<file path="config.mk">
export PLATFORM = sky130hd
export DESIGN_NAME = lsu
export DESIGN_NICKNAME = d
export VERILOG_FILES = /design/src/rtl/lsu.sv
export SDC_FILE = /design/constraint.sdc
export NUM_CORES = 1
export LEC_CHECK = 0
export CAP_MARGIN = 20
export CORE_UTILIZATION = 30
export CTS_CLUSTER_DIAMETER = 80
export DETAILED_ROUTE_END_ITERATION = 7
export PLACE_DENSITY = 0.61
export SYNTH_ARGS = -nofsm -noshare
export SYNTH_HDL_FRONTEND = slang
export SYNTH_SLANG_ARGS = --single-unit
</file>
<file path="constraint.sdc">
create_clock -name clk -period 3.5 [get_ports clk]
set_clock_uncertainty 0.1 [all_clocks]
set_input_delay 0.875 -clock clk [delete_from_list [all_inputs] [get_ports clk]]
set_output_delay 0.875 -clock clk [all_outputs]
set_load 0.02 [all_outputs]
</file>
<file path="src/rtl/lsu.sv">
// Load/store unit: one outstanding access, valid/ready toward the pipeline.
// Define LSU_MISALIGN_EN to fault misaligned H/HU/W accesses instead of ignoring the low address bits.
module lsu #(
  parameter int TIMEOUT = 16
) (
  input  logic        clk,
  input  logic        rst_n,
  input  logic        req_valid_i,
  output logic        req_ready_o,
  input  logic [31:0] addr_i,
  input  logic [31:0] wdata_i,
  input  logic [2:0]  size_i,
  input  logic        we_i,
  input  logic        re_i,
  input  logic [4:0]  rd_addr_i,
  input  logic        reg_wen_i,
  output logic        dbus_req_o,
  output logic        dbus_we_o,
  output logic [31:0] dbus_addr_o,
  output logic [3:0]  dbus_be_o,
  output logic [31:0] dbus_wdata_o,
  input  logic        dbus_gnt_i,
  input  logic        dbus_rvalid_i,
  input  logic [31:0] dbus_rdata_i,
  output logic        wb_valid_o,
  output logic        wb_reg_wen_o,
  output logic [4:0]  wb_rd_addr_o,
  output logic [31:0] wb_data_o,
  output logic        fault_o
);

  typedef enum logic [1:0] {
    IDLE,
    ADDR,
    RESP,
    DONE
  } state_t;

  localparam int CW = $clog2(TIMEOUT + 1);
  localparam logic [CW-1:0] TMO_LAST = CW'(TIMEOUT - 1);

  state_t        r_state;
  state_t        w_next;
  logic [31:0]   r_addr;
  logic [31:0]   r_wdata;
  logic [31:0]   r_result;
  logic [2:0]    r_size;
  logic          r_we;
  logic          r_re;
  logic          r_mem;
  logic          r_fault;
  logic [4:0]    r_rd;
  logic          r_wen;
  logic          r_res_wen;
  logic [CW-1:0] r_cnt;

  logic          w_acc;
  logic          w_in_mem;
  logic          w_in_ill;
  logic          w_in_mis;
  logic          w_bus;
  logic          w_load;
  logic          w_tmo;
  logic [1:0]    w_sh;
  logic [31:0]   w_shifted;
  logic [31:0]   w_ldata;
  logic [3:0]    w_be;
  logic [31:0]   w_wdata;

  assign w_acc    = req_valid_i && (r_state == IDLE);
  assign w_in_mem = we_i || re_i;
  assign w_in_ill = (size_i == 3'b011) || (size_i[2] && size_i[1]);

  // Misalignment check only exists when the fault option is built in.
`ifdef LSU_MISALIGN_EN
  always_comb begin
    w_in_mis = 1'b0;
    if (size_i[1:0] == 2'b01) w_in_mis = addr_i[0];
    if (size_i == 3'b010)     w_in_mis = |addr_i[1:0];
  end
`else
  assign w_in_mis = 1'b0;
`endif

  // Faulting requests still pass through ADDR, but never touch the bus.
  assign w_bus  = r_mem && !r_fault;
  assign w_load = r_re && !r_we;
  assign w_tmo  = (r_state == RESP) && !dbus_rvalid_i
               && (r_cnt == TMO_LAST);

  // State register; reset abandons any access in flight.
  always_ff @(posedge clk or negedge rst_n) begin
    if (!rst_n) r_state <= IDLE;
    else        r_state <= w_next;
  end

  // Next-state decode.
  always_comb begin
    w_next = r_state;
    unique case (r_state)
      IDLE: if (req_valid_i) w_next = ADDR;
      ADDR: begin
        if (!w_bus)          w_next = DONE;
        else if (dbus_gnt_i) w_next = w_load ? RESP : DONE;
      end
      RESP: if (dbus_rvalid_i || w_tmo) w_next = DONE;
      DONE: w_next = IDLE;
      default: w_next = IDLE;
    endcase
  end

  // Response wait counter, cleared outside RESP.
  always_ff @(posedge clk or negedge rst_n) begin
    if (!rst_n)                 r_cnt <= '0;
    else if (r_state == RESP)   r_cnt <= r_cnt + 1'b1;
    else                        r_cnt <= '0;
  end

  // Request capture and result/fault bookkeeping.
  always_ff @(posedge clk or negedge rst_n) begin
    if (!rst_n) begin
      r_addr    <= '0;
      r_wdata   <= '0;
      r_size    <= '0;
      r_we      <= 1'b0;
      r_re      <= 1'b0;
      r_mem     <= 1'b0;
      r_fault   <= 1'b0;
      r_rd      <= '0;
      r_wen     <= 1'b0;
      r_result  <= '0;
      r_res_wen <= 1'b0;
    end else if (w_acc) begin
      r_addr    <= addr_i;
      r_wdata   <= wdata_i;
      r_size    <= size_i;
      r_we      <= we_i;
      r_re      <= re_i;
      r_mem     <= w_in_mem;
      r_fault   <= w_in_mem && (w_in_ill || w_in_mis);
      r_rd      <= rd_addr_i;
      r_wen     <= reg_wen_i;
      r_result  <= w_in_mem ? 32'd0 : addr_i;
      r_res_wen <= w_in_mem ? 1'b0 : reg_wen_i;
    end else if (r_state == RESP) begin
      if (dbus_rvalid_i) begin
        r_result  <= w_ldata;
        r_res_wen <= r_wen && (r_rd != 5'd0);
      end else if (w_tmo) begin
        r_fault   <= 1'b1;
      end
    end
  end

  // Lane selection: bytes use both low bits, halves only bit 1.
  always_comb begin
    w_sh = 2'b00;
    unique case (r_size[1:0])
      2'b00:   w_sh = r_addr[1:0];
      2'b01:   w_sh = {r_addr[1], 1'b0};
      default: w_sh = 2'b00;
    endcase
  end

  assign w_shifted = dbus_rdata_i >> {w_sh, 3'b000};

  // Load extension.
  always_comb begin
    w_ldata = w_shifted;
    unique case (r_size)
      3'b000:  w_ldata = {{24{w_shifted[7]}},  w_shifted[7:0]};
      3'b001:  w_ldata = {{16{w_shifted[15]}}, w_shifted[15:0]};
      3'b100:  w_ldata = {24'd0, w_shifted[7:0]};
      3'b101:  w_ldata = {16'd0, w_shifted[15:0]};
      default: w_ldata = w_shifted;
    endcase
  end

  // Byte enables and lane-replicated store data.
  always_comb begin
    w_be    = 4'b0000;
    w_wdata = r_wdata;
    unique case (r_size[1:0])
      2'b00: begin
        w_be    = 4'b0001 << r_addr[1:0];
        w_wdata = {4{r_wdata[7:0]}};
      end
      2'b01: begin
        w_be    = r_addr[1] ? 4'b1100 : 4'b0011;
        w_wdata = {2{r_wdata[15:0]}};
      end
      2'b10:   w_be = 4'b1111;
      default: w_be = 4'b0000;
    endcase
  end

  // Moore outputs, all zero in IDLE so reset leaves only ready high.
  always_comb begin
    req_ready_o  = (r_state == IDLE);
    dbus_req_o   = 1'b0;
    dbus_we_o    = 1'b0;
    dbus_addr_o  = '0;
    dbus_be_o    = '0;
    dbus_wdata_o = '0;
    wb_valid_o   = 1'b0;
    wb_reg_wen_o = 1'b0;
    wb_rd_addr_o = '0;
    wb_data_o    = '0;
    fault_o      = 1'b0;
    if (r_state == ADDR && w_bus) begin
      dbus_req_o   = 1'b1;
      dbus_we_o    = r_we;
      dbus_addr_o  = {r_addr[31:2], 2'b00};
      dbus_be_o    = w_be;
      dbus_wdata_o = w_wdata;
    end
    if (r_state == DONE) begin
      wb_valid_o   = 1'b1;
      wb_reg_wen_o = r_res_wen && !r_fault;
      wb_rd_addr_o = r_rd;
      wb_data_o    = r_result;
      fault_o      = r_fault;
    end
  end

endmodule

</file>
### Word level (Yosys, flattened, before mapping)

Index checks and enable logic that the tools add are counted.

| storage, ports and cells | value |
|---|---|
| register bits | 117 |
| bits in latches | 0 |
| bits in writable memories | 0 |
| bits in read-only memories | 0 |
| bits of input ports | 112 |
| output and inout bits | 111 |
| word-level logic and storage cells | 90 |
| memories kept | 0 |

| cells by class | value |
|---|---|
| add/sub/neg operators | 1 |
| multipliers | 0 |
| divide/modulo/power cells | 0 |
| magnitude comparators | 0 |
| eq/ne operators | 14 |
| shift operators | 2 |
| multiplexer cells | 34 |
| bitwise operators | 0 |
| reductions and logical operators | 26 |

Operators by type and width:

| cell | count |
|---|---|
| $mux 32 | 7 |
| $pmux 32 s4 | 1 |
| $pmux 32 s2 | 1 |
| $shr 32x5->32 | 1 |
| $mux 1 | 14 |
| $pmux 4 s3 | 1 |
| $logic_and 1x1->1 | 10 |
| $mux 5 | 2 |
| $mux 2 | 4 |
| $mux 4 | 2 |
| $pmux 2 s4 | 1 |
| $eq 2x2->1 const B | 3 |
| $eq 3x3->1 const B | 2 |
| $reduce_and 3->1 | 2 |
| $reduce_bool 2->1 | 3 |
| $add 5x1->5 const B | 1 |
| $eq 5x4->1 const B | 1 |
| $reduce_bool 5->1 | 1 |
| $eq 2x1->1 const B | 2 |
| $logic_not 2->1 | 2 |
| $ne 2x1->1 const B | 2 |
| $pmux 2 s2 | 1 |
| $shl 1x2->4 const A | 1 |
| $eq 3x1->1 const B | 1 |
| 7 further kinds | 11 |

### Logic depth before layout (Yosys ltp)

| logic depth | value |
|---|---|
| word-level depth | 7 |
| gate-level depth with buffers | 9 |
| depth with buffers taken out | 7 |

### Worst setup path before layout

Ideal clock, no wire load.

| path | value |
|---|---|
| path type | reg-to-output |
| start point | reg r_state[1] |
| end point | out dbus_addr_o[22] |
| arrival time | 1.589 ns |
| required time | 2.525 ns |
| setup slack | 0.936 ns |
| cell stages (with the launch flop) | 7 |
| buffers on the path | 1 |
| cell sequence | dfrtp_1 inv_1 ha_1 nand3b_1 inv_1 clkbuf_1 and2_1 |

| on the way | value |
|---|---|
| word-level cells in the longest chain between the ends | 3 |

Ends and longest elaborated chain:

| item | line | text |
|---|---|---|
| from (decl) | 42 | `state_t r_state;` |
| from (signal assigned) | 94 | `else r_state <= w_next;` |
| $eq 2x1->1 | 210 | `if (r_state == ADDR && w_bus) begin` |
| $logic_and 1x1->1 | 210 |  |
| $mux 32 | 210 |  |
| to (decl) | 19 | `output logic [31:0] dbus_addr_o,` |

No other way between the ends.

### Final worst setup path

| path | value |
|---|---|
| start point | reg r_state[1] |
| end point | out dbus_wdata_o[3] |

| on the way | value |
|---|---|
| word-level cells in the longest chain between the ends | 3 |

Ends and longest elaborated chain:

| item | line | text |
|---|---|---|
| $eq 2x1->1 | 210 |  |
| $logic_and 1x1->1 | 210 |  |
| $mux 32 | 210 |  |
| to (decl) | 21 | `output logic [31:0] dbus_wdata_o,` |

No other way between the ends.

==> impl_metrics.csv <==
group,metric,value,unit
run_status,outcome,"finished, final reports clean",
detailed_routing,routed_via_density,4.893,
worst_hold_path,hold_path.class,"in -> async",
yosys,synth_area,0.006345,mm2
yosys,avgSynthCellArea,8.404,um2
yosys,synth_top_area_share,46.14,%
layout,final_area,0.009464,mm2
yosys,synthArstFlopShare,100.0,%
yosys,netlist_instances,755,
clock_network,cts_tree,"done",
clock_network,clkTransAtPathRegs,0.06,ns
power,ir_drop,0.0004145,V
clock_network,cts_hold_buf,0,
critical_path,worst_path_largest_cell_delay,0.61,ns
clock_network,clockBufferDepth,2,
yosys,ys_ff_latch,117,
layout,layout-drive-gt1-share,7.598,%
detailed_routing,detail-route-antenna-nets,0,
power,leakage,0.004288,uW
global_routing,antenna_found_initial,2,
detailed_routing,detail_route.wl_per_cell,18.14,um
timing,tightestPinTransition,0.9444,ns
critical_path,endpoint_kind,"output pin",
detailed_routing,drt-total-wl,22630,um
timing,fmax,0.3007,GHz
yosys,synth_area_leaders,"dfrtp_1 (46%), nand2_1 (15%), and2_1 (9.5%)",
global_routing,grt_pass1_wl,35420,um
yosys,synth_ff_type,"dfrtp_1",
timing,grt_setup_unrepaired,"false",
timing,final_max_slew_viol_count,0,
placed_design,placed_area,0.008820,mm2
yosys,seq_area_frac_synth,46.14,%
layout,n_fill_cell,1989,
placed_design,place.detailed.hpwl,16240,um
floorplan,fp.dieW,147.4,um
critical_path,required,2.52,ns
clock_network,cts_root_buf,"clkbuf_16",
detailed_routing,first_pass_iters,7,
timing,fin_crit,3.326,ns
floorplan,die_area,0.02174,mm2
global_routing,gr-total-overflow,0,
critical_path,path_class,"reg -> out",
global_routing,grt_max_degree,60,
timing,final_hold_viol_count,0,
timing,post-route-period-util,95.03,%
yosys,synth_warnings,0,
critical_path,critPathTopFamily,"buffers and inverters",
detailed_routing,vias,6101,
critical_path,crit_path_top_delay_cell,"clkdlybuf4s50_1",
clock_network,cts_sinks,117,
floorplan,initial_core_util,30.96,%
critical_path,worstPathMaxFanout,19,
power,power_per_cell_area,864.9,mW/mm2
critical_path,crit_chain,"inv_1 > ha_1 > nand3b_1 > inv_4 > buf_6 > and2_1 > clkdlybuf4s50_1",
clock_network,cts_buffers,17,
timing,setup_tns,0,ns
global_routing,first_global_vias,6053,
floorplan,core-area,0.02049,mm2
layout,nNetsFinal,1079,
placed_design,numPortBuffers,220,
layout,syn_to_final_growth,49.16,%
detailed_routing,drc,0,
critical_path,cp.arrival,2.35,ns
timing,maxSlewHeadroom,36.55,%
detailed_routing,drt_iter0_drc,413,
floorplan,die_h,147.4,um
clock_network,h-tree-depth,4,
critical_path,crit_buf_inv,4,
clock_network,clkLatencyLatePin,0.42,ns
floorplan,num_rows,52,
timing,finalSetupViolations,0,
job,drv_cap,0,
global_routing,grt_usage,21.24,%
critical_path,startpoint_type,"flop",
yosys,synth_top_cell_by_area,"dfrtp_1",
yosys,synth_edf_count,0,
floorplan,ios,223,
timing,hold-worst-slack,0.3076,ns
yosys,ys_types,50,
placed_design,routabilityCongestion,0.8028,
power by group:
| part | total, uW | switching [uW] | leakage [uW] | internal [uW] |
|---|---|---|---|---|
| clock | 1850 | 630 | 0.000310 | 1220 |
| combinational | 3940 | 2280 | 0.00252 | 1660 |
| sequential | 2390 | 425 | 0.00146 | 1970 |
synthesized netlist by cell type (2+ instances only):
library cell and instances:
nand3_1 2, ha_1 6, clkbuf_1 25, a222oi_1 8
a211oi_1 7, dfrtp_1 117, nor2_1 30, o32ai_1 7
buf_4 3, nand2b_1 2, buf_2 17, o211ai_1 9
nand2_1 252, mux2i_1 18, inv_1 10, a221o_1 9
o22ai_1 2, a21oi_1 34, nor2b_1 3, and2_1 96
buf_1 7, o221ai_1 7, o21ai_0 34, mux2_2 8
a22oi_1 10, nor3_1 8
cell type report:
| type | count | area [um2] | share of cell area [%] |
|---|---|---|---|
| clock inverters | 11 | 155.1 | 1.639 |
| inverters | 10 | 40.04 | 0.4231 |
| multi-input cells | 575 | 3149 | 33.28 |
| diodes | 3 | 7.507 | 0.07932 |
| repair buffers | 240 | 2386 | 25.21 |
| flip-flops and latches | 117 | 2928 | 30.94 |
| well taps | 270 | 337.8 | 3.570 |
| clock buffers | 21 | 460.4 | 4.865 |
stage by stage:
step                      power, uW  instances  utilization [%]  worst slack [ns]
after floorplan                4757        756                -            0.9359
after global placement         6297       1212            43.03            0.4231
after detailed placement       6346       1212            43.03            0.3856
after CTS                      8233       1244            46.04           0.05984
after global routing           8726       1246            46.17          0.007291
final                          8186       1247            46.18            0.1741
cell families (layout without fill, tap and decap cells):
| kind of cell | Yosys count | count (layout) | synth area share [%] |
|---|---|---|---|
| AO/OA/AOI/OAI | 134 | 134 | 14.73 |
| XOR/XNOR | 2 | 2 | 0.2761 |
| adder cells (fa/ha/maj) | 6 | 6 | 1.183 |
| buffers and inverters | 64 | 282 | 4.437 |
| flip-flops | 117 | 117 | 46.14 |
| multiplexers | 26 | 26 | 4.260 |
| other | 1 | 5 | 0.05910 |
| AND/OR/NAND/NOR | 405 | 405 | 28.91 |
flip-flops by register name, indices dropped and copies added (netlist names):
signal and flops:
r_we 1, r_fault 1, r_res_wen 1, r_re 1
r_state 2, r_wdata 32, r_wen 1, r_rd 5
r_result 32, r_addr 32, r_cnt 5, r_mem 1
r_size 3
per-layer routing:
metal | track usage [%] | part of all wire (%) | vias up | wire length [um]
met1 | 28.97 | 45 | 2913 | 10230
met3 | 4.167 | 5.3 | 43 | 1188
met2 | 32.78 | 47 | 205 | 10550
met5 | 0 | 0 | - | 0
met4 | 8.969 | 2.9 | 0 | 659
li1 | - | - | 2940 | -
cells in the final DEF, fill, tap and decap left out, types with 17 or more instances in the layout:
cell             synthesis  layout
mux2i_1                 18      18
clkbuf_16                0      17
and2_1                  96      95
buf_4                    3      21
clkdlybuf4s50_1          0     210
nand2_1                252     251
a21oi_1                 34      34
nor2_1                  30      30
dfrtp_1                117     117
o21ai_0                 34      34
path summary, 6_finish.rpt:
check	cells past startpoint	startpoint	slack, ns	endpoint
worst max-delay path	7	r_state[1]	0.17	dbus_wdata_o[3]
worst min-delay path	1	rst_n	0.31	r_wdata[30]
worst max register to register	6	r_size[1]	0.68	r_result[9]
worst min register to register	2	r_addr[30]	0.36	r_addr[30]
max in group asynchronous	2	rst_n	2.26	r_addr[30]
min in group clk	2	r_addr[30]	0.36	r_addr[30]
repair_timing:
item / in CTS / in global routing
gates resized for setup: 1 / 8
buffers inserted: 0 / 0
endpoints found under the hold margin: 0 / 0
setup endpoints to repair: 20 / 34
Power figures use the tool's default switching activity.
